### config.mk
export PLATFORM = sky130hd
export DESIGN_NAME = pcecd_scsi_seq_flat
export DESIGN_NICKNAME = d
export VERILOG_FILES = /design/src/rtl/pcecd_pkg.sv /design/src/rtl/pcecd_scsi_seq_if.sv /design/src/rtl/pcecd_scsi_cmdbuf.sv /design/src/rtl/pcecd_scsi_seq.sv /design/src/flat_wrapper.sv
export SDC_FILE = /design/constraint.sdc
export NUM_CORES = 1
export LEC_CHECK = 0
export BUFFER_PORTS_ARGS = -buffer_cell sky130_fd_sc_hd__buf_2
export CORE_UTILIZATION = 35
export CTS_CLUSTER_DIAMETER = 80
export CTS_CLUSTER_SIZE = 10
export DETAILED_ROUTE_END_ITERATION = 16
export HOLD_SLACK_MARGIN = 0.15
export PLACE_DENSITY_LB_ADDON = 0.1
export SYNTH_ARGS = -nofsm -noshare
export SYNTH_HDL_FRONTEND = slang
export SYNTH_HIERARCHICAL = 1
export SYNTH_SLANG_ARGS = --single-unit
export TNS_END_PERCENT = 100
### constraint.sdc
create_clock -name clk -period 3.2 [get_ports clk]
set_clock_uncertainty 0.2 [all_clocks]
set_input_delay 0.64 -clock clk [delete_from_list [all_inputs] [get_ports clk]]
set_output_delay 0.64 -clock clk [all_outputs]
set_load 0.005 [all_outputs]
### src/rtl/pcecd_pkg.sv
// Shared definitions for the PCE CD SCSI target sequencer: phase codes,
// bus-bit masks, CDB length decode and common status/message values.
package pcecd_pkg;

  typedef enum logic [2:0] {
    PH_BUS_FREE = 3'd0,
    PH_COMMAND  = 3'd1,
    PH_EXEC     = 3'd2,
    PH_DATA_IN  = 3'd3,
    PH_STATUS   = 3'd4,
    PH_MSG_IN   = 3'd5
  } phase_e;

  // Bit positions match $1800[7:3] = {BSY, REQ, MSG, CD, IO}.
  localparam logic [4:0] BUS_BSY = 5'b10000;
  localparam logic [4:0] BUS_REQ = 5'b01000;
  localparam logic [4:0] BUS_MSG = 5'b00100;
  localparam logic [4:0] BUS_CD  = 5'b00010;
  localparam logic [4:0] BUS_IO  = 5'b00001;

  localparam logic [7:0] STATUS_GOOD      = 8'h00;
  localparam logic [7:0] STATUS_CHECK     = 8'h02;
  localparam logic [7:0] MSG_CMD_COMPLETE = 8'h00;

  // Static bus levels (everything except REQ) driven in each phase.
  function automatic logic [4:0] phase_bus(phase_e ph);
    logic [4:0] b;
    case (ph)
      PH_COMMAND: b = BUS_BSY | BUS_CD;
      PH_EXEC:    b = BUS_BSY;
      PH_DATA_IN: b = BUS_BSY | BUS_IO;
      PH_STATUS:  b = BUS_BSY | BUS_CD | BUS_IO;
      PH_MSG_IN:  b = BUS_BSY | BUS_MSG | BUS_CD | BUS_IO;
      default:    b = 5'b00000;
    endcase
    return b;
  endfunction

  // CDB length from the opcode group code (opcode[7:5]), clamped to the buffer.
  function automatic logic [3:0] cdb_len(logic [2:0] grp, logic [3:0] max_len);
    logic [3:0] l;
    case (grp)
      3'd1, 3'd2: l = 4'd10;
      3'd5:       l = 4'd12;
      default:    l = 4'd6;
    endcase
    if (l > max_len) l = max_len;
    return l;
  endfunction

endpackage

### src/rtl/pcecd_scsi_seq_if.sv
// SCSI bus between the $1800-$1804 register file (initiator, master) and the
// target-side phase sequencer (slave).
//
// Handshake: the target raises req only while ack is low; a byte moves on the
// cycle req && ack is seen; the target then drops req, and the next byte may
// start only once ack has been seen low again. An ack still high from a
// previous phase therefore never counts as a transfer.
interface pcecd_scsi_seq_if;
  logic       scsi_sel;
  logic       scsi_rst;
  logic       scsi_ack;
  logic [7:0] db_in;
  logic       bsy;
  logic       req;
  logic       msg;
  logic       cd;
  logic       io;
  logic [7:0] db_out;
  logic [2:0] phase;

  modport master (
    output scsi_sel, scsi_rst, scsi_ack, db_in,
    input  bsy, req, msg, cd, io, db_out, phase
  );

  modport slave (
    input  scsi_sel, scsi_rst, scsi_ack, db_in,
    output bsy, req, msg, cd, io, db_out, phase
  );
endinterface

### src/rtl/pcecd_scsi_cmdbuf.sv
// CDB collection buffer: bytes are appended at the write counter, any entry
// can be read combinationally, and the opcode group is exported for length decode.
module pcecd_scsi_cmdbuf #(
  parameter int CMD_MAX = 12
) (
  input  logic       clk,
  input  logic       reset,
  input  logic       clr_i,
  input  logic       wr_i,
  input  logic [7:0] wr_data_i,
  input  logic [3:0] rd_idx_i,
  output logic [7:0] rd_data_o,
  output logic [2:0] first_grp_o,
  output logic [3:0] cnt_o
);
  localparam logic [3:0] MAX_LEN = 4'(CMD_MAX);

  logic [7:0] mem_q [CMD_MAX];
  logic [3:0] cnt_q;
  logic       wr_ok;

  assign wr_ok = wr_i && !clr_i && (cnt_q < MAX_LEN);

  // Write counter: cleared on reset or at the start of every command phase.
  always_ff @(posedge clk) begin
    if (reset || clr_i) cnt_q <= 4'd0;
    else if (wr_ok)     cnt_q <= cnt_q + 4'd1;
  end

  // Byte storage; contents are only meaningful below the counter.
  always_ff @(posedge clk) begin
    if (wr_ok) mem_q[cnt_q] <= wr_data_i;
  end

  assign rd_data_o   = (rd_idx_i < MAX_LEN) ? mem_q[rd_idx_i] : 8'h00;
  assign first_grp_o = mem_q[0][7:5];
  assign cnt_o       = cnt_q;
endmodule

### src/rtl/pcecd_scsi_seq.sv
// Target-side SCSI phase sequencer: collects the CDB, hands it to the drive
// model, streams drive data, then returns status and message bytes.
module pcecd_scsi_seq
  import pcecd_pkg::*;
#(
  parameter int CMD_MAX = 12
) (
  input  logic             clk,
  input  logic             reset,
  pcecd_scsi_seq_if.slave  bus,
  output logic             cmd_done,
  output logic [3:0]       cmd_len,
  output logic [7:0]       cmd_byte,
  input  logic [3:0]       cmd_idx,
  input  logic             data_start,
  input  logic             data_valid,
  input  logic [7:0]       data_byte,
  input  logic             data_last,
  output logic             data_pop,
  input  logic             status_valid,
  input  logic [7:0]       status_byte,
  input  logic [7:0]       msg_byte,
  output logic             irq_xfer_ready,
  output logic             irq_xfer_done
);
  localparam logic [3:0] MAX_LEN = 4'(CMD_MAX);

  phase_e     phase_q;
  logic       req_q, sel_q, pend_q, last_q, xfer_q;
  logic [7:0] db_out_q, stat_q, msg_q;
  logic [3:0] cmd_len_q, cnt, cur_len;
  logic [2:0] grp;
  logic       cmd_done_q, data_pop_q, rdy_q, done_q;
  logic       sel_rise, buf_wr, buf_clr;
  logic [4:0] bus_bits;

  assign sel_rise = bus.scsi_sel && !sel_q;
  assign buf_wr   = (phase_q == PH_COMMAND) && req_q && bus.scsi_ack && !bus.scsi_rst;
  assign buf_clr  = bus.scsi_rst || ((phase_q == PH_BUS_FREE) && sel_rise);
  assign cur_len  = cdb_len(grp, MAX_LEN);

  pcecd_scsi_cmdbuf #(.CMD_MAX(CMD_MAX)) u_cmdbuf (
    .clk        (clk),
    .reset      (reset),
    .clr_i      (buf_clr),
    .wr_i       (buf_wr),
    .wr_data_i  (bus.db_in),
    .rd_idx_i   (cmd_idx),
    .rd_data_o  (cmd_byte),
    .first_grp_o(grp),
    .cnt_o      (cnt)
  );

  // Phase sequencer with registered REQ, data byte, latched status and pulses.
  always_ff @(posedge clk) begin
    if (reset || bus.scsi_rst) begin
      phase_q    <= PH_BUS_FREE;
      req_q      <= 1'b0;
      sel_q      <= 1'b0;
      pend_q     <= 1'b0;
      last_q     <= 1'b0;
      xfer_q     <= 1'b0;
      db_out_q   <= 8'h00;
      stat_q     <= 8'h00;
      msg_q      <= 8'h00;
      cmd_len_q  <= 4'd0;
      cmd_done_q <= 1'b0;
      data_pop_q <= 1'b0;
      rdy_q      <= 1'b0;
      done_q     <= 1'b0;
    end else begin
      sel_q      <= bus.scsi_sel;
      cmd_done_q <= 1'b0;
      data_pop_q <= 1'b0;
      rdy_q      <= 1'b0;
      done_q     <= 1'b0;
      case (phase_q)
        PH_BUS_FREE: begin
          if (sel_rise) begin
            phase_q <= PH_COMMAND;
            req_q   <= 1'b0;
          end
        end
        PH_COMMAND: begin
          if (req_q && bus.scsi_ack) begin
            req_q <= 1'b0;
          end else if (!req_q && !bus.scsi_ack) begin
            if ((cnt != 4'd0) && (cnt == cur_len)) begin
              phase_q    <= PH_EXEC;
              cmd_done_q <= 1'b1;
              cmd_len_q  <= cnt;
            end else begin
              req_q <= 1'b1;
            end
          end
        end
        PH_EXEC: begin
          if (data_start) begin
            phase_q <= PH_DATA_IN;
            rdy_q   <= 1'b1;
            last_q  <= 1'b0;
            // Status arriving alongside the data request waits its turn.
            if (status_valid) begin
              pend_q <= 1'b1;
              stat_q <= status_byte;
              msg_q  <= msg_byte;
            end
          end else if (status_valid) begin
            phase_q <= PH_STATUS;
            xfer_q  <= 1'b0;
            stat_q  <= status_byte;
            msg_q   <= msg_byte;
          end
        end
        PH_DATA_IN: begin
          if (status_valid && !pend_q) begin
            pend_q <= 1'b1;
            stat_q <= status_byte;
            msg_q  <= msg_byte;
          end
          if (req_q && bus.scsi_ack) begin
            req_q <= 1'b0;
          end else if (!req_q && !bus.scsi_ack) begin
            if (last_q) begin
              if (pend_q) begin
                phase_q <= PH_STATUS;
                pend_q  <= 1'b0;
                xfer_q  <= 1'b0;
              end
            end else if (data_valid) begin
              db_out_q   <= data_byte;
              data_pop_q <= 1'b1;
              req_q      <= 1'b1;
              last_q     <= data_last;
            end
          end
        end
        PH_STATUS, PH_MSG_IN: begin
          if (req_q && bus.scsi_ack) begin
            req_q  <= 1'b0;
            xfer_q <= 1'b1;
          end else if (!req_q && !bus.scsi_ack) begin
            if (xfer_q) begin
              xfer_q <= 1'b0;
              if (phase_q == PH_STATUS) begin
                phase_q <= PH_MSG_IN;
              end else begin
                phase_q <= PH_BUS_FREE;
                done_q  <= 1'b1;
              end
            end else begin
              db_out_q <= (phase_q == PH_STATUS) ? stat_q : msg_q;
              req_q    <= 1'b1;
            end
          end
        end
        default: phase_q <= PH_BUS_FREE;
      endcase
    end
  end

  assign bus_bits       = phase_bus(phase_q) | (req_q ? BUS_REQ : 5'b00000);
  assign bus.bsy        = bus_bits[4];
  assign bus.req        = bus_bits[3];
  assign bus.msg        = bus_bits[2];
  assign bus.cd         = bus_bits[1];
  assign bus.io         = bus_bits[0];
  assign bus.db_out     = db_out_q;
  assign bus.phase      = phase_q;
  assign cmd_done       = cmd_done_q;
  assign cmd_len        = cmd_len_q;
  assign data_pop       = data_pop_q;
  assign irq_xfer_ready = rdy_q;
  assign irq_xfer_done  = done_q;
endmodule

### src/flat_wrapper.sv
// flat-port wrapper written by rule: the top's interface ports become plain ports
module pcecd_scsi_seq_flat import pcecd_pkg::*;
#(
  parameter int CMD_MAX = 12
)
  (clk, reset, cmd_done, cmd_len, cmd_byte, cmd_idx, data_start, data_valid, data_byte, data_last, data_pop, status_valid, status_byte, msg_byte, irq_xfer_ready, irq_xfer_done, bus_scsi_sel, bus_scsi_rst, bus_scsi_ack, bus_db_in, bus_bsy, bus_req, bus_msg, bus_cd, bus_io, bus_db_out, bus_phase);
  pcecd_scsi_seq_if bus_i ();
  input  logic clk;
  input  logic reset;
  output logic cmd_done;
  output logic [3:0] cmd_len;
  output logic [7:0] cmd_byte;
  input  logic [3:0] cmd_idx;
  input  logic data_start;
  input  logic data_valid;
  input  logic [7:0] data_byte;
  input  logic data_last;
  output logic data_pop;
  input  logic status_valid;
  input  logic [7:0] status_byte;
  input  logic [7:0] msg_byte;
  output logic irq_xfer_ready;
  output logic irq_xfer_done;
  input wire logic [$bits(bus_i.scsi_sel)-1:0] bus_scsi_sel;
  input wire logic [$bits(bus_i.scsi_rst)-1:0] bus_scsi_rst;
  input wire logic [$bits(bus_i.scsi_ack)-1:0] bus_scsi_ack;
  input wire logic [$bits(bus_i.db_in)-1:0] bus_db_in;
  output wire logic [$bits(bus_i.bsy)-1:0] bus_bsy;
  output wire logic [$bits(bus_i.req)-1:0] bus_req;
  output wire logic [$bits(bus_i.msg)-1:0] bus_msg;
  output wire logic [$bits(bus_i.cd)-1:0] bus_cd;
  output wire logic [$bits(bus_i.io)-1:0] bus_io;
  output wire logic [$bits(bus_i.db_out)-1:0] bus_db_out;
  output wire logic [$bits(bus_i.phase)-1:0] bus_phase;
  assign bus_i.scsi_sel = bus_scsi_sel;
  assign bus_i.scsi_rst = bus_scsi_rst;
  assign bus_i.scsi_ack = bus_scsi_ack;
  assign bus_i.db_in = bus_db_in;
  assign bus_bsy = bus_i.bsy;
  assign bus_req = bus_i.req;
  assign bus_msg = bus_i.msg;
  assign bus_cd = bus_i.cd;
  assign bus_io = bus_i.io;
  assign bus_db_out = bus_i.db_out;
  assign bus_phase = bus_i.phase;
  pcecd_scsi_seq #(.CMD_MAX(CMD_MAX)) u_core (.clk(clk), .reset(reset), .bus(bus_i), .cmd_done(cmd_done), .cmd_len(cmd_len), .cmd_byte(cmd_byte), .cmd_idx(cmd_idx), .data_start(data_start), .data_valid(data_valid), .data_byte(data_byte), .data_last(data_last), .data_pop(data_pop), .status_valid(status_valid), .status_byte(status_byte), .msg_byte(msg_byte), .irq_xfer_ready(irq_xfer_ready), .irq_xfer_done(irq_xfer_done));
endmodule
Yosys cells after proc, flatten, opt, wreduce, memory -nomap -nowiden

Memories as Yosys holds them, arrays and structs flattened.
Cells that the tools add are included.

Input port bits: 45
Memories: 1
Word-level logic and storage cells: 179
Bits in registers: 44
Bits in writable memories: 96
Output and inout bits: 32

Bitwise gates (word level): 8
Equality and inequality tests: 35
Reduce and logical (&&, ||, !) cells: 40
Multiplexer cells: 76
Order comparisons: 3
$add $sub $neg: 1

Memory list:

| name                  | depth | width | read ports | clocked after memory_dff | write ports | RTL line                | RTL |
|---|---|---|---|---|---|---|---|
| u_core.u_cmdbuf.mem_q | 12    | 8     | 2          | 0                        | 1           | pcecd_scsi_cmdbuf.sv:18 | `logic [7:0] mem_q [CMD_MAX];` |

Operator list:

| cell                                                | number |
|---|---|
| 2-to-1 mux 8 bit                                    | 13 |
| case mux 8 bit (2 select lines)                     | 3 |
| 2-to-1 mux 3 bit                                    | 14 |
| 2-to-1 mux 1 bit                                    | 37 |
| case mux 5 bit (5 select lines)                     | 1 |
| != test 2 bit, second input constant                | 11 |
| AND reduction 8 bit                                 | 2 |
| != test 3 bit, second input constant                | 5 |
| case mux 3 bit (5 select lines)                     | 1 |
| != test 2 x 1 -> 1 bit, second input constant       | 7 |
| AND reduction 12 bit                                | 1 |
| logical AND 1 bit                                   | 11 |
| OR reduction 5 bit                                  | 2 |
| equality test 3 x 2 -> 1 bit, second input constant | 3 |
| equality test 3 bit, second input constant          | 3 |
| AND reduction 9 bit                                 | 1 |
| < comparator 4 bit, second input constant           | 2 |
| 2-to-1 mux 4 bit                                    | 2 |
| case mux 4 bit (2 select lines)                     | 1 |
| AND reduction 4 bit                                 | 2 |
| nonzero test 4 bit                                  | 2 |
| NOT 1 bit                                           | 7 |
| equality test 3 x 1 -> 1 bit, second input constant | 2 |
| logical NOT 1 bit                                   | 6 |
| other kinds (16)                                    | 24 |

Logic depth before layout (Yosys ltp)

An unclocked memory read counts as a cell.

Depth in word-level cells: 12
Mapped depth: 8
Mapped depth without buffers: 8

By module

Netlist, hierarchy kept.

Modules (own cells, without submodules):

| module            | cells an instance | instances | area each (um^2) |
|---|---|---|---|
| pcecd_scsi_cmdbuf | 199               | 1         | 4013.8 |
| pcecd_scsi_seq    | 251               | 1         | 1990.7 |

Worst setup path before layout

No wires, ideal clock.

Path kind: in2reg
Start: input bus_scsi_ack
End: memory u_core.u_cmdbuf.mem_q[3][0], enable pin
Library setup time: 0.395 ns
Required time: 2.605 ns
Buffers on the path: 0
Stages: 5
Slack: 0.234 ns
Arrival time: 2.371 ns
Path through: inv_1 or4_1 nor3_1 nand2_1 nor4_1

Longest elaborated chain between the ends: 6

Ends and longest elaborated chain:

| element                                | RTL line                | RTL |
|---|---|---|
| start, declared                        | flat_wrapper.sv:26      | `input wire logic [$bits(bus_i.scsi_ack)-1:0] bus_scsi_ack;` |
| logical AND 1 bit (2 in series)        | pcecd_scsi_seq.sv:38    | `assign buf_wr = (phase_q == PH_COMMAND) && req_q && bus.scsi_ack && !bus.scsi_rst;` |
| net u_core.buf_wr                      | pcecd_scsi_seq.sv:34    | `logic sel_rise, buf_wr, buf_clr;` |
| logical AND 1 bit (2 in series)        | pcecd_scsi_cmdbuf.sv:22 | `assign wr_ok = wr_i && !clr_i && (cnt_q < MAX_LEN);` |
| 2-to-1 mux 1 bit                       | pcecd_scsi_cmdbuf.sv:32 | `if (wr_ok) mem_q[cnt_q] <= wr_data_i;` |
| 2-to-1 mux 1 bit (implied by the code) | pcecd_scsi_cmdbuf.sv:32 |  |
| end, declared                          | pcecd_scsi_cmdbuf.sv:18 |  |

The timed path passes the listed nets, and every way through them passes these cells.

Final worst setup path

Start: input cmd_idx[1]
End: output cmd_byte[0]

Longest elaborated chain between the ends: 2

Ends and longest elaborated chain:

| element                                                          | RTL line                | RTL |
|---|---|---|
| start, declared                                                  | flat_wrapper.sv:13      | `input logic [3:0] cmd_idx;` |
| memory (12 x 8 bit) / < comparator 4 bit (equally long branches) | -                       |  |
| 2-to-1 mux 8 bit *                                               | pcecd_scsi_cmdbuf.sv:35 | `assign rd_data_o = (rd_idx_i < MAX_LEN) ? mem_q[rd_idx_i] : 8'h00;` |
| end, declared                                                    | flat_wrapper.sv:12      | `output logic [7:0] cmd_byte;` |

Every way passes the cells marked *; elsewhere a longest branch is shown, timed or not.

==> reports/results.txt <==
The routed design has 13.7 mm of wire. For the count of different cell masters after synthesis, the log shows 51. The run finished with clean final reports. The maximum vdd ir drop is 346 uV. Hold repair after CTS inserted 0 buffers. Walking the worst path, the cells encountered are buf_2, buf_12, mux4_1, a22oi_1, o21ai_1, buf_2. After detailed routing, the wire length on met1 is 6.41 mm.

The number of nets in the synthesized netlist is 501. The max-slew violation count was 0. For the total grt overflow, the log shows 0. Power share of the sequential group: 0.458. Once detail routing completed, the nets flagged for antenna violations numbered 0.

The highest attainable clock frequency was 355 MHz. Entering global routing, the biggest net connects 36 pins. Timing analysis after detailed placement gives a worst setup slack of 0.313 ns.

The switching part of the total is 0.210, and the internal power is 3.33 mW. Setup repair after global routing left no endpoint under its margin. The total inserted antenna cells was 0. For the pin with the worst max-slew slack, the measured transition is 0.745 ns. The post-synthesis average cell area is 13.3 sq um, and the worst path buffer plus inverter count is 3.

The run gives 2.66 nW as the leakage power summed over all cells. Setup total negative slack on the finished layout was measured at 0 ns. The share of synthesized registers carrying an async set or reset works out to 0. STA classifies the critical path endpoint as an output pin.

The clock period minus final worst setup slack was 2.81 ns. The stage delay of the slowest cell on the critical path came out at 0.58 ns. The area of the mapped netlist was 6000 sq um. The critical setup path kind is in2out. Combinational power share: 0.055. For the headroom to the max-slew limit, the log shows 0.503. The average wire per standard cell was 17.8 um; the power per standard cell area was 580 nW/um^2. The count of max-cap constraint violations is 0, and the layout-stage area growth over the synthesis result is 21.2%.

After layout, the worst setup slack is 0.387 ns. In the final layout, the multi-input gates occupy 2040 sq um. On the critical path, the stage with the largest delay is an instance of sky130_fd_sc_hd__mux4_1. Met2 wire length: 6.48 mm. The tools report the sequential standard cell area as 3760 sq um. On the critical path the largest part of the delay comes from multiplexers.

Clock latency of the later-clocked register in the worst-skew pair: 0.42 ns. Once the clock tree was built, the resizer swapped 0 gates to a different size. The number of vias per cell is 5.01.

Sorting the synthesized cells by area gives the leading types as sky130_fd_sc_hd__edfxtp_1, sky130_fd_sc_hd__dfxtp_1, sky130_fd_sc_hd__mux4_1. TritonCTS built the clock tree. The synthesized design contains 96 enable-type register cells. The final number of setup-violating endpoints was 0; the proportion of layout cells with a drive suffix above 1 was 0.256.

For this run, the leading register cell type out of synthesis is sky130_fd_sc_hd__edfxtp_1. The count of TritonRoute iterations in the first routing pass is 4. The run gives 2 as the worst-case clock buffer depth. The H-tree was split into 4 levels. For the net switching power, the log shows 0.888 mW. The overall die width is 133 um, and the global routing usage summed across all routing layers is 0.169. The effective utilization at floorplan came out at 0.361.

The tools report the cell at the root of the clock tree as sky130_fd_sc_hd__clkbuf_16. The met3 wire length was 687 um. The final route contains 3856 vias. In this run, the number of DRC markers left after iteration 0 of detailed routing was 274. The startpoint type of the worst setup path was an input pin. The run gives 0 as the number of DRC violations after detailed routing.

The number of synthesis warnings is 6, and the total of buffers placed on input and output ports is 76. The cell taking the most area after synthesis was sky130_fd_sc_hd__edfxtp_1. The run gives 0.627 as the sequential-to-total area share from yosys stat. Cell with the most instances on the worst path: sky130_fd_sc_hd__buf_2. The via count of the first global-routing pass was 3943.

In this run the worst hold path is classified as in2reg. The region available for standard cell placement spans 16600 sq um. For the worst setup path, the data required time is 2.36 ns. At the end of the flow, the number of nets in the layout was 588.

The highest layer touched by signal routing is met4. The initial antenna violation count is 0, and the clock transition at the registers of the reported paths is 0.06 ns. Top-level I/O count: 77.

The portion of total power attributed to the clock network came out at 0.487. For this design, the sink count on the clock tree is 140. The height of the chip is 133 um. The first global-routing pass estimated 22.2 mm of wire. The logs give 450 for the gate count after technology mapping and 17700 sq um for the area of the die. For the layout filler cell count, the log shows 1552.

The number of rows in the core area was 47. In this run the post-CTS setup repair buffer count came out at 0. The period utilization came out at 0.879. The final hold violation count was 0. Detailed placement ended at an HPWL of 9.22 mm.

Along the worst path, the maximum fanout reaches 24. Final weighted congestion in routability-driven placement: 0.781. The worst path arrival time was 1.97 ns; the area share of the leading cell type in the synthesized netlist was 0.480. Counting flops and latches in the post-synthesis netlist gives 140. In this run, CTS created clock tree buffers numbering 17.
## synth_stat cells (4+ instances only)
cell,number
sky130_fd_sc_hd__a211oi_1,4
sky130_fd_sc_hd__a21oi_1,23
sky130_fd_sc_hd__a22oi_1,11
sky130_fd_sc_hd__and3_1,5
sky130_fd_sc_hd__buf_2,6
sky130_fd_sc_hd__clkbuf_1,12
sky130_fd_sc_hd__dfxtp_1,44
sky130_fd_sc_hd__edfxtp_1,96
sky130_fd_sc_hd__ha_1,6
sky130_fd_sc_hd__inv_1,14
sky130_fd_sc_hd__mux2i_1,22
sky130_fd_sc_hd__mux4_1,14
sky130_fd_sc_hd__mux4_2,10
sky130_fd_sc_hd__nand2_1,53
sky130_fd_sc_hd__nand2b_1,10
sky130_fd_sc_hd__nor2_1,33
sky130_fd_sc_hd__nor2b_1,11
sky130_fd_sc_hd__nor3_1,12
sky130_fd_sc_hd__o21ai_0,11
sky130_fd_sc_hd__o21ai_1,9
## through the flow
step	total power [mW]	util	hold WS (ns)	std cells	cell area (sq um)
6_report	4.22	0.437	0.242	770	7280
3_5_place_dp	2.21	0.400	0.247	738	6660
5_1_grt	4.39	0.437	0.233	770	7280
2_1_floorplan	2.11	-	0.236	450	6000
3_3_place_gp	2.21	0.400	0.243	738	6660
4_1_cts	4.28	0.437	0.220	770	7280
## power by group through the flow
| stage | combinational (mW) | sequential, mW | clock (mW) |
|---|---|---|---|
| 2_1_floorplan | 0.135 | 1.98 | 0 |
| 3_3_place_gp | 0.233 | 1.97 | 0 |
| 3_5_place_dp | 0.234 | 1.97 | 0 |
| 4_1_cts | 0.235 | 1.94 | 2.11 |
| 5_1_grt | 0.258 | 1.94 | 2.20 |
| 6_report | 0.232 | 1.94 | 2.05 |
## worst reg2reg max path, cell delays in order (launching register included)
cell	delay (ns)
sky130_fd_sc_hd__dfxtp_1	0.36
sky130_fd_sc_hd__inv_1	0.07
sky130_fd_sc_hd__or4_1	0.51
sky130_fd_sc_hd__nor3_1	0.40
sky130_fd_sc_hd__nor2b_1	0.26
sky130_fd_sc_hd__nand2_1	0.12
sky130_fd_sc_hd__nor3_1	0.16
sky130_fd_sc_hd__buf_4	0.21
## cells by family after synthesis
kind of cell | count (synthesis) | synth area share
simple gates | 142 | 0.113
flops | 140 | 0.627
compound gates | 73 | 0.0738
mux | 46 | 0.135
buf+inv | 41 | 0.0352
fa+ha+maj | 6 | 0.0125
xor+xnor | 2 | 0.00292
## path summary, 6_finish.rpt
check,startpoint,endpoint,slack (ns),depth (start not counted)
min,bus_scsi_sel,u_core/sel_q,0.24,2
max reg2reg,u_core/req_q,u_core/u_cmdbuf/mem_q[1][1],0.61,7
min reg2reg,u_core/stat_q[7],u_core/stat_q[7],0.25,2
max,cmd_idx[1],cmd_byte[0],0.39,6
## layout make-up
type                    count  share of cell area
inverters                  15             0.00773
multi-input cells         269               0.280
clock inverters            15              0.0268
well taps                 220              0.0378
flip-flops and latches    140               0.517
repair buffers             94              0.0725
clock buffers              17              0.0584
## registers in the layout, summed over array words and instances, names as in the netlist, 3 cells and up
| signal | cells |
|---|---|
| u_core/u_cmdbuf/mem_q | 96 |
| u_core/msg_q | 8 |
| u_core/stat_q | 8 |
| u_core/bus.phase | 3 |
| u_core/bus.db_out | 8 |
| u_core/cmd_len | 4 |
| u_core/u_cmdbuf/cnt_o | 4 |
## placed cells by master (no fill, tap or decap), drive strengths merged, types with 10 or more instances in the layout
| cell type | instances |
|---|---|
| nor3 | 13 |
| a22oi | 11 |
| nand2b | 10 |
| clkbuf | 17 |
| o21ai | 20 |
| edfxtp | 96 |
| nor2b | 11 |
| a21oi | 23 |
| mux2i | 22 |
| inv | 17 |
| mux4 | 24 |
| dfxtp | 44 |
| nand2 | 53 |
| buf | 94 |
| nor2 | 34 |
## layer usage
metal,track usage,vias to the layer above
met3,0.0544,17
li1,-,1859
met2,0.263,95
met4,0.0524,0
met1,0.224,1885
met5,0,-
Note: power is estimated with default switching activity, not from simulation.
